## src/rtl/cache_arb_pkg.sv

```systemverilog
// Shared definitions for the two-port cache arbiter: FSM state encoding,
// requester port ids and a small grant decoding helper.
package cache_arb_pkg;

  typedef enum logic [1:0] {
    IDLE  = 2'd0,
    ISSUE = 2'd1,
    WAIT  = 2'd2,
    RESP  = 2'd3
  } arb_state_t;

  localparam logic PORT0 = 1'b0;
  localparam logic PORT1 = 1'b1;

  // A one-hot grant maps to the id of the port that owns bit 1.
  function automatic logic grantToPort(input logic [1:0] grant);
    return grant[1] ? PORT1 : PORT0;
  endfunction

endpackage

```

## src/rtl/rr_arb2.sv

```systemverilog
// Two-way round-robin grant logic: a lone requester always wins, a tie goes
// to the port that did not win last time. Purely combinational.
module rr_arb2
  import cache_arb_pkg::*;
(
  input  logic [1:0] i_valid,
  input  logic       i_last_grant,
  output logic [1:0] o_grant
);

  always_comb begin
    o_grant = 2'b00;
    case (i_valid)
      2'b01:   o_grant = 2'b01;
      2'b10:   o_grant = 2'b10;
      2'b11:   o_grant = (i_last_grant == PORT1) ? 2'b01 : 2'b10;
      default: o_grant = 2'b00;
    endcase
  end

endmodule

```

## src/rtl/cache_arbiter.sv

```systemverilog
// Shares one handshake-less cache controller between two requesters, issuing
// a single command at a time and holding it for a fixed access window.
module cache_arbiter
  import cache_arb_pkg::*;
#(
  parameter int ADDR_WIDTH  = 16,
  parameter int DATA_WIDTH  = 32,
  parameter int WAIT_CYCLES = 2
) (
  input  logic                  clk,
  input  logic                  rst,

  input  logic                  p0_valid,
  input  logic                  p0_we,
  input  logic [ADDR_WIDTH-1:0] p0_addr,
  input  logic [DATA_WIDTH-1:0] p0_wdata,
  output logic                  p0_ready,
  output logic                  p0_resp_valid,
  output logic [DATA_WIDTH-1:0] p0_rdata,

  input  logic                  p1_valid,
  input  logic                  p1_we,
  input  logic [ADDR_WIDTH-1:0] p1_addr,
  input  logic [DATA_WIDTH-1:0] p1_wdata,
  output logic                  p1_ready,
  output logic                  p1_resp_valid,
  output logic [DATA_WIDTH-1:0] p1_rdata,

  output logic                  mem_rd,
  output logic                  mem_wr,
  output logic [ADDR_WIDTH-1:0] mem_addr,
  output logic [DATA_WIDTH-1:0] mem_wdata,
  input  logic [DATA_WIDTH-1:0] mem_rdata
);

  localparam int CW = $clog2(WAIT_CYCLES + 1);
  localparam logic [CW-1:0] CNT_LOAD = CW'(WAIT_CYCLES);
  localparam logic [CW-1:0] CNT_LAST = CW'(1);

  arb_state_t            r_state;
  arb_state_t            w_nextState;
  logic [CW-1:0]         r_cnt;
  logic                  r_we;
  logic                  r_port;
  logic                  r_lastGrant;
  logic [ADDR_WIDTH-1:0] r_addr;
  logic [DATA_WIDTH-1:0] r_wdata;
  logic [DATA_WIDTH-1:0] r_rdata;

  logic [1:0]            w_grant;
  logic                  w_accept;
  logic                  w_selWe;
  logic [ADDR_WIDTH-1:0] w_selAddr;
  logic [DATA_WIDTH-1:0] w_selWdata;
  logic                  w_lastWait;

  rr_arb2 u_rr_arb2 (
    .i_valid      ({p1_valid, p0_valid}),
    .i_last_grant (r_lastGrant),
    .o_grant      (w_grant)
  );

  assign w_accept   = (r_state == IDLE) && (w_grant != 2'b00);
  assign w_selWe    = w_grant[1] ? p1_we    : p0_we;
  assign w_selAddr  = w_grant[1] ? p1_addr  : p0_addr;
  assign w_selWdata = w_grant[1] ? p1_wdata : p0_wdata;
  assign w_lastWait = (r_state == WAIT) && (r_cnt == CNT_LAST);

  always_ff @(posedge clk or posedge rst) begin
    if (rst) begin
      r_state <= IDLE;
    end else begin
      r_state <= w_nextState;
    end
  end

  // Ready is gated by reset so nothing looks accepted while reset is held.
  always_comb begin
    w_nextState   = r_state;
    p0_ready      = 1'b0;
    p1_ready      = 1'b0;
    p0_resp_valid = 1'b0;
    p1_resp_valid = 1'b0;
    mem_rd        = 1'b0;
    mem_wr        = 1'b0;
    case (r_state)
      IDLE: begin
        p0_ready = w_grant[0] && !rst;
        p1_ready = w_grant[1] && !rst;
        if (w_accept) w_nextState = ISSUE;
      end
      ISSUE: begin
        mem_rd      = !r_we;
        mem_wr      = r_we;
        w_nextState = WAIT;
      end
      WAIT: begin
        if (w_lastWait) w_nextState = RESP;
      end
      RESP: begin
        p0_resp_valid = (r_port == PORT0);
        p1_resp_valid = (r_port == PORT1);
        w_nextState   = IDLE;
      end
      default: w_nextState = IDLE;
    endcase
  end

  // Command latches, window counter and read capture; the address and write
  // data registers keep their value after the access until the next accept.
  always_ff @(posedge clk or posedge rst) begin
    if (rst) begin
      r_cnt       <= '0;
      r_we        <= 1'b0;
      r_port      <= PORT0;
      r_lastGrant <= PORT1;
      r_addr      <= '0;
      r_wdata     <= '0;
      r_rdata     <= '0;
    end else begin
      if (w_accept) begin
        r_we        <= w_selWe;
        r_addr      <= w_selAddr;
        r_wdata     <= w_selWdata;
        r_port      <= grantToPort(w_grant);
        r_lastGrant <= grantToPort(w_grant);
      end
      if (r_state == ISSUE) begin
        r_cnt <= CNT_LOAD;
      end else if (r_state == WAIT) begin
        r_cnt <= r_cnt - CNT_LAST;
      end
      if (w_lastWait && !r_we) begin
        r_rdata <= mem_rdata;
      end
    end
  end

  assign mem_addr  = r_addr;
  assign mem_wdata = r_wdata;
  assign p0_rdata  = r_rdata;
  assign p1_rdata  = r_rdata;

endmodule

```

## config.mk

```make
export PLATFORM = sky130hd
export DESIGN_NAME = cache_arbiter
export DESIGN_NICKNAME = d
export VERILOG_FILES = /design/src/rtl/cache_arb_pkg.sv /design/src/rtl/rr_arb2.sv /design/src/rtl/cache_arbiter.sv
export SDC_FILE = /design/constraint.sdc
export NUM_CORES = 1
export LEC_CHECK = 0
export CAP_MARGIN = 20
export CORE_MARGIN = 8
export CORE_UTILIZATION = 40
export CTS_BUF_LIST = sky130_fd_sc_hd__clkbuf_16
export DETAILED_ROUTE_END_ITERATION = 10
export GPL_ROUTABILITY_DRIVEN = 1
export PLACE_DENSITY = 0.86
export SLEW_MARGIN = 0
export SYNTH_ARGS = -nofsm -noshare
export SYNTH_HDL_FRONTEND = slang
export SYNTH_HIERARCHICAL = 1
export SYNTH_SLANG_ARGS = --single-unit
```

## constraint.sdc

```tcl
create_clock -name clk -period 6.25 [get_ports clk]
set_input_delay 0.9375 -clock clk [delete_from_list [all_inputs] [get_ports clk]]
set_output_delay 0.9375 -clock clk [all_outputs]
set_load 0.05 [all_outputs]
```

======== After elaboration in Yosys (flattened, before gate mapping) ========
Cells that the tools add are included.
word-level totals
  output and inout bits ................... 118
  logic and storage cells ................. 47
  register bits ........................... 87
  input port bits ......................... 134
operators by class
  reduce and logical (&&, ||, !) cells .... 11
  mux-type cells .......................... 17
  bitwise operators ....................... 1
  equal/unequal tests ..................... 9
  $add $sub $neg .......................... 1
operators by type and width
  operator             number
  $mux 32              1
  $mux 16              1
  $mux 2               5
  $eq 2x2->1 const B   4
  $mux 1               8
  $pmux 2 s4           1
  $eq 2x1->1 const B   3
  $pmux 2 s3           1
  $logic_and 1x1->1    5
  $ne 2x2->1 const B   2
  $reduce_bool 2->1    2
  $logic_not 1->1      2
  $logic_not 2->1      1
  $reduce_and 2->1     1
  $sub 2x1->2 const B  1
  $not 1->1            1

======== Logic depth before layout (Yosys ltp) ========
  depth in word-level cells ............... 6
  depth in mapped cells ................... 8
  mapped depth without buffers ............ 5

======== Modules after synthesis ========
Netlist, hierarchy kept.
modules (own cells, without submodules)
  module         area each (um2)  cells each  times used  seq. area each (um2)
  cache_arbiter  4,067.7          348         1           2,178.3
  rr_arb2        18.8             3           1           0.0

======== Least setup slack after synthesis ========
No wires, ideal clock.
  path kind ............................... input to output
  from .................................... in rst
  to ...................................... out p1_ready
  data required time ...................... 5.312 ns
  cell stages on the path ................. 2
  path slack .............................. 1.893 ns
  arrival ................................. 3.420 ns
  buffers on the path ..................... 0
  path through ............................ inv_1 > and3_1
on the way
  cells in the longest elaborated chain, start to end .. 3
RTL lines
  what                       line                 source
  from (decl)                cache_arbiter.sv:11  input logic rst,
  $logic_not 1->1 (no line)  --
  $logic_and 1x1->1          cache_arbiter.sv:89  p1_ready = w_grant[1] && !rst;
  $mux 1                     cache_arbiter.sv:86  case (r_state)
  to (decl)                  cache_arbiter.sv:25  output logic p1_ready,
Every way passes these cells.

======== Worst setup path in the final report ========
Ends and elaborated chain as after synthesis.

==> impl_metrics.tcl <==
set metrics [dict create \
    status "finished clean" \
    drc 0 \
    final_cell_mix "clkdlybuf4s50_1, dfrtp_1, nand2_1, mux2i_1, o21ai_0" \
    grt_max_degree 85 \
    clockBufferDepth 2 \
    n_antenna_cell 0 \
    gp_congestion 0.802 \
    port_buffers 251 \
    h-tree-depth 3 \
    grt_use_total_pct 17.1 \
    gr-total-overflow 0 \
    maxCapViolations 0 \
    dp_slack_ns 2.23 \
    io_pins 252 \
    root_buffer "clkbuf_16" \
    finish.net_count 705 \
    peakVddDrop_mv 0.343 \
    synth_edf_count 0 \
    routed_wirelength_mm 12.0 \
    ys_types 25 \
    rows 37 \
    power.density_mw_per_mm2 634 \
    layout_commonest_cell "clkdlybuf4s50_1" \
    cp_max_fo 34 \
    period_minus_slack_ns 3.96 \
    hold_buffers 0 \
    clock_latency_ns 0.32 \
    synth_ff_type "dfrtp_1" \
    relSlewSlack_pct 41.8 \
    fin_tns_setup_ns 0 \
    syn-cell-area_mm2 0.00409 \
    vias 3277 \
    first_iter_violations 112 \
    critPathKind "in2out" \
    yosysWarnings 6 \
    wl_per_cell_um 17.0 \
    cts.clk_slew.worst_paths_ns 0.06 \
    layout-drive-gt1-share_pct 9.35 \
    die_area_mm2 0.0137 \
    fp.dieH_um 117 \
    tightest_slew_ns 0.873 \
    critPathLaunchType "input pin" \
    min_path_type "reg2reg" \
    fin_cells 703 \
    finalSetupViolCount 0 \
    postSynthCellCount 351 \
    dpl.hpwl_mm 9.82 \
    syn_avg_cell_area_um2 11.6 \
    area_growth_syn_to_layout_pct 63.3 \
    cts_tree "built" \
    final_hold_viol_count 0 \
    rsz0062_at_grt "false" \
    clock-sinks 87 \
    vias_per_cell 4.66 \
    yosysSeqAreaShare_pct 53.3 \
    synth.ff_latch_count 87 \
    dpl.cell_count 690 \
    async_flop_share_pct 100 \
    postCtsSetupBuffers 0 \
    setup_ws_ns 2.29 \
    antenna_found_initial 1 \
    finClkSkew_ns 0.00657 \
    crit_required_ns 5.31 \
    grt_pass1_wl_mm 18.1 \
    cts_buffers 9 \
    finalCritPeriodShare_pct 63.3 \
    cts_resized 0 \
    syn-num-nets 491 \
    end_kind "output port" \
    drv_slew 0 \
    core_area_mm2 0.0101 \
    clock.fmax_mhz 253 \
    die_w_um 117 \
    start_util_pct 40.3 \
    p_leak_nw 2.87 \
    worstPathArrival_ns 3.02 \
    firstDrtPassIters 4 \
    grt_pass1_vias 3575 \
    antenna_left 0 \
]
## critical path: stages
cell,delay (ns)
clkdlybuf4s50_1,0.51
clkinv_2,0.47
and3_1,0.41
clkdlybuf4s50_1,0.70
## metrics by stage
stage               instance area, um2  total power, mW  hold slack, ns  util (%)
floorplan                         4090             3.00           0.477         -
global placement                  6430             3.77           0.461      63.4
detailed placement                6430             3.83           0.469      63.4
CTS                               6680             4.29           0.483      65.8
global route                      6680             4.44           0.498      65.8
finish                            6680             4.23           0.476      65.8
## power breakdown
group          internal [mW]  total, mW  switching, mW
sequential             0.851       1.03          0.182
clock                  0.258      0.450          0.192
combinational          0.938       2.75           1.81
## layer usage
metal / vias to the layer above / track usage [%] / routed length [um]
li1: 1586 / - / -
met1: 1510 / 17.9 / 4420
met2: 165 / 30.1 / 5880
met3: 14 / 7.54 / 1510
met4: 2 / 5.55 / 153
met5: - / 0 / 13
## cell type report
class,count,area (um2)
multi-input cells,207,1520
fillers,773,3460
flip-flops and latches,87,2180
inverters,5,20.0
clock inverters,4,17.5
clock buffers,9,225
repair buffers,255,2540
well taps,136,170
## logic make-up after synthesis
kind of cell             count (synthesis)  share of synthesized area, %
flip-flops                              87                          53.3
adder cells (fa/ha/maj)                  6                          1.84
AND/OR/NAND/NOR                         60                          5.97
buffers and inverters                   57                          9.74
AO/OA/AOI/OAI                           58                          7.78
multiplexers                            83                          21.4
## sequential cells by signal (all words and copies together) (netlist names)
| name | count |
|---|---|
| mem_wdata | 32 |
| p0_rdata | 32 |
| mem_addr | 16 |
| r_cnt | 2 |
| r_state | 2 |
| r_lastGrant | 1 |
| r_port | 1 |
| r_we | 1 |
## cell usage after synthesis (3+ instances only)
| cell type | number | share of area [%] |
|---|---|---|
| inv_1 | 5 | 0.46 |
| mux2_2 | 34 | 9.4 |
| nor2_1 | 3 | 0.28 |
| clkbuf_2 | 5 | 0.61 |
| ha_1 | 6 | 1.8 |
| nor2b_1 | 3 | 0.46 |
| o21ai_0 | 48 | 5.9 |
| dfrtp_1 | 86 | 53 |
| buf_2 | 4 | 0.49 |
| buf_4 | 39 | 7.2 |
| buf_6 | 3 | 0.83 |
| mux2i_1 | 49 | 12 |
| nand2_1 | 50 | 4.6 |
| o21ai_1 | 3 | 0.37 |
## worst paths after layout
kind                                  to           from  cells after the start  slack (ns)
max                             p1_ready            rst                      4        2.29
min                        mem_wdata[27]  mem_wdata[27]                      2        0.48
max reg2reg                mem_wdata[10]    r_lastGrant                      5        3.74
min reg2reg                mem_wdata[27]  mem_wdata[27]                      2        0.48
max in group asynchronous  mem_wdata[11]            rst                      3        4.11
min in group asynchronous    mem_addr[9]            rst                      2        1.03
No activity file was read; power rests on OpenSTA's default activity.
